==> src/rtl/dat_mod_pkg.sv <==
// Shared definitions for the dat_mod_multi symbol mapper: modulation encoding,
// 16-bit amplitude/step constants and the Gray-code level tables.
package dat_mod_pkg;

    typedef enum logic [1:0] {
        MOD_BPSK  = 2'd0,
        MOD_QPSK  = 2'd1,
        MOD_16QAM = 2'd2,
        MOD_64QAM = 2'd3
    } mod_e;

    localparam logic signed [15:0] A1 = 16'sh7FFF;
    localparam logic signed [15:0] A2 = 16'sh5A82;
    localparam logic signed [15:0] S4 = 16'sh287A;
    localparam logic signed [15:0] S6 = 16'sh1249;

    // Levels indexed by the raw Gray code of one component.
    localparam logic signed [3:0] GRAY16_LVL [4] = '{-4'sd3, -4'sd1, 4'sd3, 4'sd1};
    localparam logic signed [3:0] GRAY64_LVL [8] = '{-4'sd7, -4'sd5, -4'sd1, -4'sd3,
                                                      4'sd7,  4'sd5,  4'sd1,  4'sd3};

endpackage

==> src/rtl/qam_level_map.sv <==
// Combinational symbol mapper: turns the per-word bits and mode into the
// {Re, Im} amplitude pair in Q1.(W-1).
module qam_level_map
    import dat_mod_pkg::*;
#(
    parameter int W = 16
) (
    input  logic [5:0]   i_bits,
    input  logic [1:0]   i_mode,
    output logic [W-1:0] o_re,
    output logic [W-1:0] o_im
);

    localparam int SH = 16 - W;

    localparam logic [W-1:0] A1_W = W'(A1 >>> SH);
    localparam logic [W-1:0] A2_W = W'(A2 >>> SH);
    localparam logic [W-1:0] S4_W = W'(S4 >>> SH);
    localparam logic [W-1:0] S6_W = W'(S6 >>> SH);

    // Scale |lvl| by the step, then negate exactly for negative levels.
    function automatic logic [W-1:0] lvl_scale(input logic signed [3:0] lvl,
                                                input logic [W-1:0]      step);
        logic [3:0]   mag;
        logic [W+3:0] prod;
        logic [W-1:0] pos;
        mag  = lvl[3] ? 4'(~lvl + 4'd1) : 4'(lvl);
        prod = {4'd0, step} * {{W{1'b0}}, mag};
        pos  = prod[W-1:0];
        return lvl[3] ? (~pos + {{(W-1){1'b0}}, 1'b1}) : pos;
    endfunction

    // Mode-dependent mapping; bits above those the mode uses are ignored.
    always_comb begin
        o_re = {W{1'b0}};
        o_im = {W{1'b0}};
        case (i_mode)
            MOD_BPSK: begin
                o_re = lvl_scale(i_bits[0] ? 4'sd1 : -4'sd1, A1_W);
            end
            MOD_QPSK: begin
                o_re = lvl_scale(i_bits[0] ? 4'sd1 : -4'sd1, A2_W);
                o_im = lvl_scale(i_bits[1] ? 4'sd1 : -4'sd1, A2_W);
            end
            MOD_16QAM: begin
                o_re = lvl_scale(GRAY16_LVL[i_bits[1:0]], S4_W);
                o_im = lvl_scale(GRAY16_LVL[i_bits[3:2]], S4_W);
            end
            MOD_64QAM: begin
                o_re = lvl_scale(GRAY64_LVL[i_bits[2:0]], S6_W);
                o_im = lvl_scale(GRAY64_LVL[i_bits[5:3]], S6_W);
            end
            default: begin
                o_re = {W{1'b0}};
                o_im = {W{1'b0}};
            end
        endcase
    end

endmodule

==> src/rtl/dat_mod_multi.sv <==
// Two-stage pipelined BPSK/QPSK/16QAM/64QAM mapper between a Wishbone-style
// upstream write port and a downstream strobe/ack port with backpressure.
module dat_mod_multi
    import dat_mod_pkg::*;
#(
    parameter int W = 16
) (
    input  logic           CLK_I,
    input  logic           RST_I,
    input  logic [5:0]     DAT_I,
    input  logic           CYC_I,
    input  logic           STB_I,
    input  logic           WE_I,
    input  logic [1:0]     MOD_I,
    output logic           ACK_O,
    output logic [2*W-1:0] DAT_O,
    output logic           CYC_O,
    output logic           STB_O,
    output logic           WE_O,
    input  logic           ACK_I
);

    logic           r_mode_arm;
    logic [1:0]     r_mode;
    logic [5:0]     r_bits;
    logic [1:0]     r_s1_mode;
    logic           r_v1;
    logic [2*W-1:0] r_dat;
    logic           r_stb;
    logic           r_cyc_d1;
    logic           r_cyc_d2;

    logic           w_halt;
    logic           w_ack;
    logic [1:0]     w_mode_eff;
    logic [W-1:0]   w_re;
    logic [W-1:0]   w_im;

    assign w_halt = r_stb & ~ACK_I;
    assign w_ack  = CYC_I & STB_I & WE_I & ~w_halt;

    // The first word of a bus cycle already uses the mode sampled in that cycle.
    assign w_mode_eff = (CYC_I && r_mode_arm) ? MOD_I : r_mode;

    // Mode is captured once per bus cycle; changes while CYC_I stays high are ignored.
    always_ff @(posedge CLK_I) begin
        if (RST_I) begin
            r_mode     <= MOD_QPSK;
            r_mode_arm <= 1'b1;
        end else if (!CYC_I) begin
            r_mode_arm <= 1'b1;
        end else if (r_mode_arm) begin
            r_mode     <= MOD_I;
            r_mode_arm <= 1'b0;
        end
    end

    // Stage 1: holds the accepted bits together with the mode they were sent under.
    always_ff @(posedge CLK_I) begin
        if (RST_I) begin
            r_bits    <= 6'd0;
            r_s1_mode <= MOD_QPSK;
            r_v1      <= 1'b0;
        end else if (w_ack) begin
            r_bits    <= DAT_I;
            r_s1_mode <= w_mode_eff;
            r_v1      <= 1'b1;
        end else if (!w_halt) begin
            r_v1      <= 1'b0;
        end
    end

    qam_level_map #(.W(W)) u_map (
        .i_bits (r_bits),
        .i_mode (r_s1_mode),
        .o_re   (w_re),
        .o_im   (w_im)
    );

    // Stage 2: output register, frozen while the downstream stalls.
    always_ff @(posedge CLK_I) begin
        if (RST_I) begin
            r_dat <= {(2*W){1'b0}};
            r_stb <= 1'b0;
        end else if (!w_halt) begin
            if (r_v1) begin
                r_dat <= {w_im, w_re};
                r_stb <= 1'b1;
            end else begin
                r_stb <= 1'b0;
            end
        end
    end

    // CYC_O follows CYC_I through the same two-edge delay as the data.
    always_ff @(posedge CLK_I) begin
        if (RST_I) begin
            r_cyc_d1 <= 1'b0;
            r_cyc_d2 <= 1'b0;
        end else begin
            r_cyc_d1 <= CYC_I;
            r_cyc_d2 <= r_cyc_d1;
        end
    end

    assign ACK_O = w_ack;
    assign DAT_O = r_dat;
    assign STB_O = r_stb;
    assign WE_O  = r_stb;
    assign CYC_O = r_cyc_d2;

endmodule

==> config.mk <==
export PLATFORM = sky130hd
export DESIGN_NAME = dat_mod_multi
export DESIGN_NICKNAME = d
export VERILOG_FILES = /design/src/rtl/dat_mod_pkg.sv /design/src/rtl/qam_level_map.sv /design/src/rtl/dat_mod_multi.sv
export SDC_FILE = /design/constraint.sdc
export NUM_CORES = 1
export LEC_CHECK = 0
export CORE_MARGIN = 2
export CORE_UTILIZATION = 40
export CTS_BUF_LIST = sky130_fd_sc_hd__clkbuf_2
export CTS_CLUSTER_DIAMETER = 60
export CTS_CLUSTER_SIZE = 25
export DETAILED_ROUTE_END_ITERATION = 12
export GPL_ROUTABILITY_DRIVEN = 0
export HOLD_SLACK_MARGIN = 0.1
export PLACE_DENSITY = 0.7
export SETUP_SLACK_MARGIN = 0.5
export SYNTH_ARGS = -nofsm -noshare
export SYNTH_HDL_FRONTEND = slang
export SYNTH_SLANG_ARGS = --single-unit
==> constraint.sdc <==
create_clock -name CLK_I -period 1.8 [get_ports CLK_I]
set_clock_uncertainty 0.2 [all_clocks]
set_input_delay 0.27 -clock CLK_I [delete_from_list [all_inputs] [get_ports CLK_I]]
set_output_delay 0.27 -clock CLK_I [all_outputs]
set_load 0.05 [all_outputs]
---- After elaboration in Yosys (flattened, before gate mapping) ----
Memories as Yosys holds them, arrays and structs flattened.
Cells that the tools add are included.
Widths: inputs -> output; s select.
storage, ports and cells
  bits in read-only memories .............. 64
  memories kept ........................... 2
  bits in registers ....................... 47
  logic and storage cells ................. 98
memories
  memory            words  width  rd ports  clocked after memory_dff  write ports  line                 source
  (name not given)  8      4      1         0                         0            qam_level_map.sv:50  o_re = lvl_scale(GRAY64_LVL[i_bits[2:0]], S6_W);
  (name not given)  8      4      1         0                         0            qam_level_map.sv:51  o_im = lvl_scale(GRAY64_LVL[i_bits[5:3]], S6_W);
operators by class
  equal/unequal tests ..................... 4
  reductions and logical operators ........ 4
  muxes and demuxes ....................... 32
  bitwise operators ....................... 23
  $add $sub $neg .......................... 13
  multiply operators ...................... 7
  magnitude comparators ................... 4
operator list
  operator               number
  $add 16x1->16 const B  7
  $mux 16                7
  $not 16->16            7
  $mux 4                 16
  $pmux 16 s4            1
  $pmux 16 s3            1
  $mul 13x4->16 const A  2
  $mul 13x4->15 const A  2
  $mul 14x4->15 const A  2
  $add 4x1->4 const B    6
  $not 4->4              6
  $bmux 4 s2             2
  $mul 15x4->16 const A  1
  $ge 4x4->1 const B     2
  $not 3->4              2
  $ge 3x3->1 const B     2
  $not 2->3              2
  $and 1x1->1            4
  $eq 2x2->1 const B     2
  $mux 1                 4
  $reduce_and 2->1       2
  $eq 2x1->1 const B     1
  $logic_not 2->1        1
  $mux 2                 1
  3 further kinds        4

---- Longest topological paths before layout ----
  depth in word-level cells ............... 12
  gate-level depth with buffers ........... 7
  gate-level depth less buffers ........... 6

---- Hierarchy ----
Synthesis repeated with hierarchy kept, for this count alone.
second synthesis, totals
  cell total of the unflattened synthesis .. 317
  area total of the unflattened synthesis .. 2519.9 um2
by module, submodules not included
  module         area an instance (um2)  times used  sequential area each (um2)  cells each
  dat_mod_multi  1804.2                  1           940.9                       207
  qam_level_map  715.7                   1           0.0                         110

---- Worst setup path before layout ----
OpenSTA, ideal clock, no wires.
  kind .................................... register to register
  start point ............................. reg r_stb, in the netlist STB_O
  end point ............................... reg r_bits[0]
  setup slack ............................. -0.099 ns
  path buffers ............................ 1
  arrival time ............................ 1.571 ns
  required time ........................... 1.471 ns
  setup time .............................. 0.129 ns
  stages on the path, launching flop included .. 6
  path through ............................ dfxtp_1 -> nor2b_1 -> nor2_1 -> buf_2 -> mux2i_1 -> nor2_1
on the way
  word-level cells in the longest chain between the ends .. 3
RTL lines
  what                    line                 source
  from (decl)             dat_mod_multi.sv:29  logic r_stb;
  from (signal assigned)  dat_mod_multi.sv:84  r_stb <= 1'b0;
  from (signal assigned)  dat_mod_multi.sv:88  r_stb <= 1'b1;
  from (signal assigned)  dat_mod_multi.sv:90  r_stb <= 1'b0;
  $and 1x1->1             dat_mod_multi.sv:39  assign w_halt = r_stb & ~ACK_I;
  $not 1->1 (no line)     --
  $and 1x1->1             dat_mod_multi.sv:40  assign w_ack = CYC_I & STB_I & WE_I & ~w_halt;
  named net ACK_O         dat_mod_multi.sv:15  output logic ACK_O,
  to (signal assigned)    dat_mod_multi.sv:61  r_bits <= 6'd0;
  to (signal assigned)    dat_mod_multi.sv:65  r_bits <= DAT_I;
  to (decl)               dat_mod_multi.sv:25  logic [5:0] r_bits;
The timed path passes the listed nets, and every way through them passes these cells.
A chain may end at the register's enable or synchronous reset.

---- Worst setup path in the final report ----
  start point ............................. reg r_stb, in the netlist STB_O
  end point ............................... out ACK_O
on the way
  word-level cells in the longest chain between the ends .. 3
RTL lines
  what                 line
  $and 1x1->1          dat_mod_multi.sv:39
  $not 1->1 (no line)  --
  $and 1x1->1          dat_mod_multi.sv:40
  to (decl)            dat_mod_multi.sv:15
Every way passes these cells.

==> results by group <==
Final layout
  • Layout Utilization: 76.9%
  • Synthesis-to-layout area growth: 83.6%
  • Number of standard cells in the layout, taps in and fillers out: 386
  • ANT cells: 0
  • Share of cells above drive strength 1: between 50% and 60%
  • Count of nets after finishing: ~340
  • Filler cell count in the final layout: 295

Power and ir drop
  • Power Dens Cells: 528 nW/um^2
  • Internal power summed over all cells: 1.33 mW
  • Clock network fraction of total power: 20.5%
  • Fraction of power spent switching nets: 30.8%
  • Sequential Power Share: between 50% and 60%
  • Combinational group share of total power: 26.6%
  • Leakage dissipation: approximately 1.4 nW
  • Switching Power: 0.594 mW
  • Worst vdd ir: around 0.27 mV

CTS
  • Clock tree from TritonCTS: done
  • Clock net sink count: 43
  • Worst skew pair latency: around 0.4 ns
  • Depth of the CTS H-tree: 2
  • TritonCTS Buffers: 5
  • Clock Tree Root: sky130_fd_sc_hd__clkbuf_2
  • Clock tree buffer depth: 2
  • Reg clk slew, reported paths: 0.22 ns

Route
  • First DRT Iteration DRCs: between 200 and 250
  • Post-route antenna net violation count: 0
  • Number of vias after detailed routing: 2,031
  • Number of vias per cell after detailed routing: 5.26
  • Final routed DRC violation total: 0
  • WL final: 6090 um
  • Number of iterations in the first detailed-routing pass: 4
  • Post-DR wirelength/cell: 15.8 um

Placed design
  • Number of buffer cells added on primary ports: 49
  • Post-detailed-placement half-perimeter wirelength: around 3500 um
  • DP Cell Count: 345

Synthesis
  • Synth top area share: 43.2%
  • Main combinational cell family by area after synthesis: simple AND/OR/NAND/NOR gates
  • Most used DFF post-synth: sky130_fd_sc_hd__dfxtp_1
  • Number of enable-type register cells in the synthesized netlist: 0
  • Syn Inst Count: 226
  • Combined area of all synthesized cells: between 1500 and 2000 um^2
  • Async SR Flop Fraction: 0%
  • Multiplexer area fraction after synthesis: 5.22%
  • Post-synthesis share of cell area spent on and, or, nand and nor gates: 19.9%
  • Post-synthesis adder-cell area fraction: 3.77%
  • Top cells by area, synth: sky130_fd_sc_hd__dfxtp_1 (43%), sky130_fd_sc_hd__nand2_1 (6.8%), sky130_fd_sc_hd__a21oi_1 (5.0%), sky130_fd_sc_hd__mux2i_1 (4.5%), sky130_fd_sc_hd__ha_1 (3.8%)
  • Fraction of the mapped netlist area in compound gates: 19.9%
  • Post-synthesis cell type with the largest combined area: sky130_fd_sc_hd__dfxtp_1
  • Synth warn: 0
  • Xor/xnor share of the synthesized area: about 2.1%
  • Register area share after synthesis: 43.2%
  • Cell variety after synth: 43
  • Mapped Nets: 246
  • Average instance area after synthesis: around 8.8 um^2
  • Synthesized flop and latch total: 43

GRT
  • Overall routing resource usage: roughly 23%
  • Number of global-route vias before repair: 1,968
  • Aggregate global routing overflow: 0
  • Antenna violations before repair: 0
  • Largest net degree at the start of global routing: 15
  • Global-route wire length before repair: 9580 um

Worst hold path
  • Hold WC Path Type: in2reg
  • Hold Path Origin: ACK_I

Setup path
  • Kind of critical path: reg2out
  • Endpoint type of the worst setup path: output port
  • Data arrival time at the worst-slack endpoint: 1.29 ns
  • Critical Path Source Type: flop
  • Critical register-to-register path startpoint: r_s1_mode[0]
  • Peak fanout along the critical path: 2
  • Source of the critical timing path: STB_O
  • Cell with the biggest individual delay on the critical path: sky130_fd_sc_hd__dfxtp_4
  • Cell seen most often among critical-path stages: sky130_fd_sc_hd__buf_12
  • Critical Path RT: about 1.3 ns
  • Chain of cells forming the critical path: nor2b_4, nor2_4, buf_12, buf_12
  • Worst path max stage delay: 0.39 ns

Job
  • Number of max-capacitance violations reported: 0

Floorplanning
  • Placement Rows: 25
  • Ports placed on the boundary: 50
  • Die outline height: 74.5 um
  • Die Area: 5560 um^2
  • Floorplan die width: 74.5 um
  • Core ar.: around 4800 um^2
  • Initial core utilization: 41.9%

Timing
  • Max Clk Rate: 570 MHz
  • Slew margin rel.: 77.5%
  • Worst Tran Pin Value: 0.335 ns
  • Count of final max-slew check failures: 0
  • Final worst path period need: 1.76 ns
  • Hold Fails Final Rpt: 0
  • Setup-failing EPs final: 0
  • Setup repair after global routing missed its margin: true
  • Final cycle utilization of the critical path: 97.5%

Status
  • Status: complete, no violations
[cell families (layout without fill, tap and decap cells)]
logic type	count (synthesis)	in the layout
adder cells (fa/ha/maj)	6	6
flip-flops	43	43
AO/OA/AOI/OAI	57	57
buffers and inverters	24	117
multiplexers	10	10
AND/OR/NAND/NOR	82	82
XOR/XNOR	4	4
[sequential cells by signal (all words and copies together), names as in the netlist]
register / flops
CYC_O: 1
r_mode: 2
r_v1: 1
DAT_O: 28
STB_O: 1
r_bits: 6
r_cyc_d1: 1
r_s1_mode: 2
r_mode_arm: 1
[through the flow]
| stage | setup TNS [ns] | hold WS, ns | area, um^2 | setup slack [ns] | total power [mW] |
|---|---|---|---|---|---|
| finish | 0 | 0.121 | 3650 | 0.0443 | 1.93 |
| global route | -0.0563 | 0.0833 | 3650 | -0.0247 | 2.02 |
| CTS | 0 | 0.0974 | 3420 | 0.0591 | 1.89 |
| detailed placement | -1.30 | 0.237 | 2680 | -0.162 | 1.39 |
| global placement | -1.02 | 0.221 | 2680 | -0.136 | 1.38 |
| floorplan | 0 | 0.208 | 2160 | 0.317 | 1.27 |
[placed cells by master (no fill, tap or decap), types with 7 or more instances in the layout]
master                            synthesis  layout
sky130_fd_sc_hd__mux2i_1                  9       8
sky130_fd_sc_hd__clkdlybuf4s50_1          0      12
sky130_fd_sc_hd__buf_6                    0      15
sky130_fd_sc_hd__buf_8                    0      36
sky130_fd_sc_hd__buf_4                    5      36
sky130_fd_sc_hd__dfxtp_2                  0      31
sky130_fd_sc_hd__a21oi_1                 20      12
sky130_fd_sc_hd__nor2_1                  15      14
sky130_fd_sc_hd__dfxtp_4                  0       7
sky130_fd_sc_hd__clkbuf_2                 0       7
sky130_fd_sc_hd__nand2b_1                10       7
sky130_fd_sc_hd__nand2_1                 36      30
sky130_fd_sc_hd__a21oi_2                  1       9
[power by group through the flow]
stage / sequential (mW) / combinational, mW / clock (mW)
final: 1.02 / 0.512 / 0.395
after CTS: 1.02 / 0.463 / 0.406
after floorplan: 1.09 / 0.185 / 0
after global routing: 1.03 / 0.540 / 0.452
after detailed placement: 1.03 / 0.358 / 0
after global placement: 1.03 / 0.355 / 0
[Yosys cell counts, types with 6 or more instances]
cell type	instances
sky130_fd_sc_hd__dfxtp_1	43
sky130_fd_sc_hd__nand2_1	36
sky130_fd_sc_hd__a21oi_1	20
sky130_fd_sc_hd__nor2_1	15
sky130_fd_sc_hd__nand2b_1	10
sky130_fd_sc_hd__mux2i_1	9
sky130_fd_sc_hd__buf_2	6
sky130_fd_sc_hd__ha_1	6
sky130_fd_sc_hd__o2bb2ai_1	6
[worst paths after layout]
check,to,slack [ns],cells after the start
worst max register to register,DAT_O[15],0.05,6
worst max-delay path,ACK_O,0.04,4
worst min register to register,CYC_O,0.27,1
worst min-delay path,STB_O,0.12,3
[layer usage]
| metal | vias up | share of wire [%] | track usage [%] | routed length [um] |
|---|---|---|---|---|
| met4 | 0 | 2.4 | 5.95 | 146 |
| met5 | - | 0 | 0 | 0 |
| li1 | 970 | - | - | - |
| met2 | 67 | 50 | 38.5 | 3030 |
| met3 | 15 | 4.7 | 5.01 | 285 |
| met1 | 979 | 43 | 28.9 | 2630 |
[area by class of cell]
type | count | area (um^2) | area share (%)
multi-input cells | 159 | 1400 | 38.4
repair buffers | 104 | 1170 | 32.1
flip-flops and latches | 43 | 926 | 25.3
well taps | 67 | 83.8 | 2.29
clock buffers | 7 | 35.0 | 0.959
inverters | 6 | 32.5 | 0.890
[worst max-delay path: cells and delay by family (launching register included)]
family	cells	cell delay, ns
DFF	1	0.39
buffers and inverters	2	0.26
and+or+nand+nor	2	0.22
[timing repair]
action                                  in CTS  in global routing
endpoints found under the setup margin      71                 73
gates resized for setup                    139                 39
hold endpoints to repair                     1                  1
buffers inserted                            25                  9
pin swaps                                   26                 12
Note: power is estimated with default switching activity, not from simulation.
==> patch 1 (config.mk and constraints unchanged) <==
Make the reset (`RST_I`) asynchronous in 4 clocked blocks.
--- a/src/rtl/dat_mod_multi.sv
+++ b/src/rtl/dat_mod_multi.sv
@@ -44,5 +44,5 @@
 
     // Mode is captured once per bus cycle; changes while CYC_I stays high are ignored.
-    always_ff @(posedge CLK_I) begin
+    always_ff @(posedge CLK_I or posedge RST_I) begin
         if (RST_I) begin
             r_mode     <= MOD_QPSK;
@@ -57,5 +57,5 @@
 
     // Stage 1: holds the accepted bits together with the mode they were sent under.
-    always_ff @(posedge CLK_I) begin
+    always_ff @(posedge CLK_I or posedge RST_I) begin
         if (RST_I) begin
             r_bits    <= 6'd0;
@@ -79,5 +79,5 @@
 
     // Stage 2: output register, frozen while the downstream stalls.
-    always_ff @(posedge CLK_I) begin
+    always_ff @(posedge CLK_I or posedge RST_I) begin
         if (RST_I) begin
             r_dat <= {(2*W){1'b0}};
@@ -94,5 +94,5 @@
 
     // CYC_O follows CYC_I through the same two-edge delay as the data.
-    always_ff @(posedge CLK_I) begin
+    always_ff @(posedge CLK_I or posedge RST_I) begin
         if (RST_I) begin
             r_cyc_d1 <= 1'b0;
Check against the original RTL: differs if RST_I is asserted again (counterexample within 4 cycles, from zero or initial values and one cycle with RST_I high); with RST_I held inactive, the same outputs for 4 cycles.
==> patch 1 against the unedited design <==
The run now ends with setup timing left. Routed wire length rose by 20%. Setup slack lost 260 ps. Utilization increased by 0.20 points. Sequential cell count is the same. Design area rose by 7.0%. Synthesized area rose by 5.0%. Synthesized cell count shrank 13%.
Power is not compared: it rests on default switching activity, and its combinational part moved more than twofold at a synthesized area within 25%.
==> patch 1: results (changes against the unedited design) <==
TritonRoute pass-1 iters=6 (was 4); clock latency on the worst-skew pair=400 ps; clock input transition at the sequential cells of the worst setup and hold paths=230 ps; Leak Pwr=1.796 nW; number of flip-flops under the largest register name=28 (unchanged); most common flop cell mapped by yosys=sky130_fd_sc_hd__dfrtp_1 (was sky130_fd_sc_hd__dfxtp_1); Rel. slew slack=68.81% (was 77.49%); maximum cell stage delay along the critical path=660 ps (was 390 ps); buffer cell driving the clock tree root=sky130_fd_sc_hd__clkbuf_2 (unchanged); cell count of the worst reg-to-reg path=6 (unchanged); worst hold path type=reg2reg (was in2reg); detail-routed net length per standard cell=18.92 um (was 15.78 um); proportion of layout cells with a drive suffix above 1=66.14% (was 59.87%); warnings from Yosys=0 (unchanged); number of DRC markers in iteration 0=250 (was 216); Ant. Diodes=0 (unchanged); highest-delay cell along the critical path=sky130_fd_sc_hd__dfstp_2 (was sky130_fd_sc_hd__dfxtp_4); Max clock buf depth=2 (unchanged); share of synthesized registers carrying an async set or reset=100.0% (was 0%); smallest setup slack after layout=-216.2 ps (was 44.25 ps); quantity of I/O buffers inserted on ports=49 (unchanged); antenna violations before repair=0 (unchanged); critical path peak fanout=4 (was 2); Post-Synthesis Net Count=216 (was 246); first-pass GRT wire length=10.05 mm (was 9.577 mm); crit path DAT=2190 ps (was 1290 ps); Hold Path End=CYC_O (was STB_O); total clock buffers created by CTS=5 (unchanged); violated checks=setup timing; number of global-route vias before repair=2069 (was 1968); HPWL after detailed placement=3.413 mm (was 3.496 mm); worst hold stages=0 (was 3); internal power=3.272 mW; hold path startpoint=r_cyc_d1 (was ACK_I); maximum level of the CTS H-tree=2 (unchanged); most common library cells after synthesis=sky130_fd_sc_hd__dfrtp_1, sky130_fd_sc_hd__nand2_1, sky130_fd_sc_hd__o21ai_0, sky130_fd_sc_hd__a22o_1 (was sky130_fd_sc_hd__dfxtp_1, sky130_fd_sc_hd__nand2_1, sky130_fd_sc_hd__a21oi_1, sky130_fd_sc_hd__nor2_1, sky130_fd_sc_hd__nand2b_1); pin count of the biggest net entering global routing=44 (was 15); setup violators final=23 (was 0); capturing point of the worst reg2reg path=DAT_O[12] (was DAT_O[15]); Vias/cell=5.365 (was 5.262); run status=complete, but fails checks (was finished clean); total track usage=21.59% (was 22.58%); Crit Reg-Reg Startpoint=r_s1_mode[0] (unchanged); library cells used by synthesis=37 (was 43); setup total negative slack=-1582 ps (was 0 ps); worst ir drop on vdd=0.7200 mV; final net count=335 (was 339); largest cells by area after synthesis=sky130_fd_sc_hd__dfrtp_1, sky130_fd_sc_hd__a22o_1, sky130_fd_sc_hd__dfstp_2, sky130_fd_sc_hd__nand2_1, sky130_fd_sc_hd__ha_1 (was sky130_fd_sc_hd__dfxtp_1, sky130_fd_sc_hd__nand2_1, sky130_fd_sc_hd__a21oi_1, sky130_fd_sc_hd__mux2i_1, sky130_fd_sc_hd__ha_1); Seq/Total Area, Yosys=51.68% (was 43.24%); Area after DPL=2744 um^2 (was 2681 um^2); Filler Cell Count=301 (was 295)
patch 1: layout make-up:
type / count / area (um^2) / share of cell area [%]
Inverter: 8 / 36.28 / 0.9277
Clock buffer: 7 / 35.03 / 0.8957
Clock inverter: 1 / 30.03 / 0.7678
Timing Repair Buffer: 127 / 1314 / 33.59
Multi-Input combinational cell: 130 / 1320 / 33.75
Tap cell: 70 / 87.58 / 2.239
Sequential cell: 43 / 1089 / 27.83
patch 1: worst max-delay path by stage:
| stage | start | endpoint | depth (start not counted) |
|---|---|---|---|
| after floorplan | r_s1_mode[0] | DAT_O[13] | 6 |
| after global placement | ACK_I | r_bits[3] | 5 |
| after detailed placement | ACK_I | r_bits[3] | 5 |
| after CTS | STB_O | ACK_O | 4 |
| after global routing | r_s1_mode[0] | DAT_O[12] | 6 |
| final | r_s1_mode[0] | DAT_O[12] | 6 |
patch 1: power groups by stage:
stage / logic [mW] / clock network [mW] / registers, mW
after CTS: 3.33 / 0.559 / 1.58
final: 3.82 / 0.550 / 1.61
after floorplan: 0.987 / 0 / 2.35
after global routing: 3.95 / 0.590 / 1.65
after detailed placement: 2.49 / 0 / 1.53
after global placement: 2.47 / 0 / 1.52
patch 1: kinds of logic after synthesis:
kind of cell	count (synthesis)	synth area share (%)
AO/OA/AOI/OAI	60	18.80
AND/OR/NAND/NOR	51	12.51
flip-flops	43	51.68
buffers and inverters	24	6.227
multiplexers	8	4.610
adder cells (fa/ha/maj)	6	3.593
XOR/XNOR	4	2.575
patch 1: per-layer routing:
metal / global-route usage [%] / up-vias / share of wire [%]
met1: 28.06 / 1008 / 40
met4: 8.364 / 0 / 3.3
met3: 3.081 / 26 / 6.1
met2: 36.55 / 111 / 50
li1: - / 926 / -
met5: 0 / - / 0
patch 1: critical path, delay by kind of cell, from the launching register on:
kind | cells | cell delay (ps)
buffers and inverters | 1 | 80
AND/OR/NAND/NOR | 2 | 470
adder cells (fa/ha/maj) | 1 | 170
flip-flops | 1 | 660
AO/OA/AOI/OAI | 2 | 410
patch 1: per-stage QoR:
stage | hold slack, ps | total power, mW | utilization [%] | cells | worst slack, ps
after floorplan | 66.59 | 3.337 | - | 196 | 110.4
after global placement | 138.8 | 3.986 | 54.07 | 320 | -21.63
after detailed placement | 158.2 | 4.019 | 54.07 | 320 | -43.31
after CTS | 194.1 | 5.469 | 70.59 | 369 | -59.94
after global routing | 195.1 | 6.185 | 77.07 | 386 | -204.4
final | 190.1 | 5.977 | 77.07 | 386 | -216.2
patch 1: what timing repair did:
action                     4_1_cts  5_1_grt
buffers inserted                38       16
pin swaps                       29       14
hold buffers                     1        0
gates cloned                     2        1
setup endpoints to repair       73       77
hold endpoints to repair        40        0
gates resized for setup        117       42
==> patch 2 (same flow settings) <==
Made on the original files. `W` is set to 16 in 2 places; all go to 14.
--- a/src/rtl/qam_level_map.sv
+++ b/src/rtl/qam_level_map.sv
@@ -4,5 +4,5 @@
     import dat_mod_pkg::*;
 #(
-    parameter int W = 16
+    parameter int W = 14
 ) (
     input  logic [5:0]   i_bits,
--- a/src/rtl/dat_mod_multi.sv
+++ b/src/rtl/dat_mod_multi.sv
@@ -4,5 +4,5 @@
     import dat_mod_pkg::*;
 #(
-    parameter int W = 16
+    parameter int W = 14
 ) (
     input  logic           CLK_I,
Interface: changed (resized DAT_O); port bits go from 50 to 46. The function was not compared with the original's and may differ.
==> patch 2 against the unedited design <==
Power rose by 9.6%. Design area rose by 9.2%. Synthesized area rose by 4.2%. Sequential share of layout area fell by 2.6 points. Setup slack improved by 95 ps. Sequential cell count fell by 1. Routed wire length rose by 26%.
==> patch 2: results (changes against the unedited design) <==
power share of the sequential group=46.8% (was 53.0%); crit path DAT=1810 ps (was 1290 ps); critical path peak fanout=13 (was 2); amount of wire on met2 after detailed routing=3.842 mm (was 3.026 mm); synthesized-area fraction occupied by xor and xnor cells=2.533% (was 2.137%); final net count=363 (was 339); clock input transition at the sequential cells of the worst setup and hold paths=190 ps (was 220 ps); TritonRoute pass-1 iters=5 (was 4); worst setup slack before clock tree synthesis=-34.36 ps (was -161.7 ps); cell count of the worst reg-to-reg path=5 (was 6); internal power=1.473 mW (was 1.334 mW); compound-gate portion of the synthesized area=22.68% (was 19.86%); run status=finished clean (unchanged); buffer cell driving the clock tree root=sky130_fd_sc_hd__clkbuf_2 (unchanged); Clock net power=556 uW (was 395 uW); Vias/cell=5.764 (was 5.262); number of DRC markers in iteration 0=215 (was 216); Leak Pwr=1.604 nW (was 1.447 nW); count of instances resized after the clock tree is built=127 (was 139); total track usage=22.74% (was 22.58%); met3 track demand over resource=4.502% (was 5.014%); Crit Reg-Reg Startpoint=r_s1_mode[1] (was r_s1_mode[0]); pin count of the biggest net entering global routing=25 (was 15); number of buffers inserted to repair setup after CTS=34 (was 25); Seq/Total Area, Yosys=40.53% (was 43.24%); worst ir drop on vdd=0.4895 mV (was 0.2722 mV); capturing point of the worst reg2reg path=DAT_O[6] (was DAT_O[15]); quantity of I/O buffers inserted on ports=44 (was 49); maximum level of the CTS H-tree=2 (unchanged); warnings from Yosys=0 (unchanged); clock group share of total power=26.3% (was 20.5%); share of the clock period used by the worst path=92.29% (was 97.54%); met1 Use GR=28.70% (was 28.88%); proportion of layout cells with a drive suffix above 1=66.29% (was 59.87%); met2 track demand over resource=38.66% (was 38.54%); Filler Cell Count=279 (was 295); kind of cell adding the most delay to the critical path=compound AO/OA/AOI/OAI gates (was flip-flops); HPWL after detailed placement=3.645 mm (was 3.496 mm); worst hold stages=4 (was 3); Post-Synthesis Net Count=272 (was 246); post-detailed-routing wire length=7.668 mm (was 6.092 mm); share of synthesized cell area in full adder, half adder and majority cells=0% (was 3.771%); first-pass GRT wire length=10.77 mm (was 9.577 mm); library cells used by synthesis=49 (was 43); type of the worst setup path=reg2reg (was reg2out); largest cells by area after synthesis=sky130_fd_sc_hd__dfxtp_1, sky130_fd_sc_hd__nand2_1, sky130_fd_sc_hd__nor2_1, sky130_fd_sc_hd__a21oi_1, sky130_fd_sc_hd__buf_2 (was sky130_fd_sc_hd__dfxtp_1, sky130_fd_sc_hd__nand2_1, sky130_fd_sc_hd__a21oi_1, sky130_fd_sc_hd__mux2i_1, sky130_fd_sc_hd__ha_1); number of global-route vias before repair=2252 (was 1968); worst reg2reg setup slack=140 ps (was 50 ps); sum of routed wire segments on met1=3.014 mm (was 2.634 mm); proportion of synthesized area in mux cells=3.378% (was 5.217%); met3 wirelength from detailed routing=514 um (was 285 um)
patch 2: changes by cell type in the layout (fill, tap and decap cells not counted), moves of 6 or more:
cell,before,now
sky130_fd_sc_hd__a211oi_2,1,8
sky130_fd_sc_hd__nand2_1,30,22
sky130_fd_sc_hd__buf_8,36,27
sky130_fd_sc_hd__buf_6,15,23
sky130_fd_sc_hd__nor2_4,2,9
sky130_fd_sc_hd__ha_4,6,0
patch 2: layout make-up:
type	count	share of cell area [%]
clock inverters	1	0.7524
clock buffers	7	0.8777
well taps	70	2.194
multi-input cells	183	40.19
inverters	6	0.8777
repair buffers	111	32.38
flip-flops and latches	42	22.73
patch 2: metrics by stage:
step	TNS, ps	area [um^2]	hold WS [ps]	cells
final	0	3991	62.27	420
after floorplan	0	2261	198.4	258
after global placement	-34.06	2684	220.2	366
after detailed placement	-130.3	2684	235.1	366
after global routing	0	3991	73.99	420
after CTS	0	3450	56.65	410
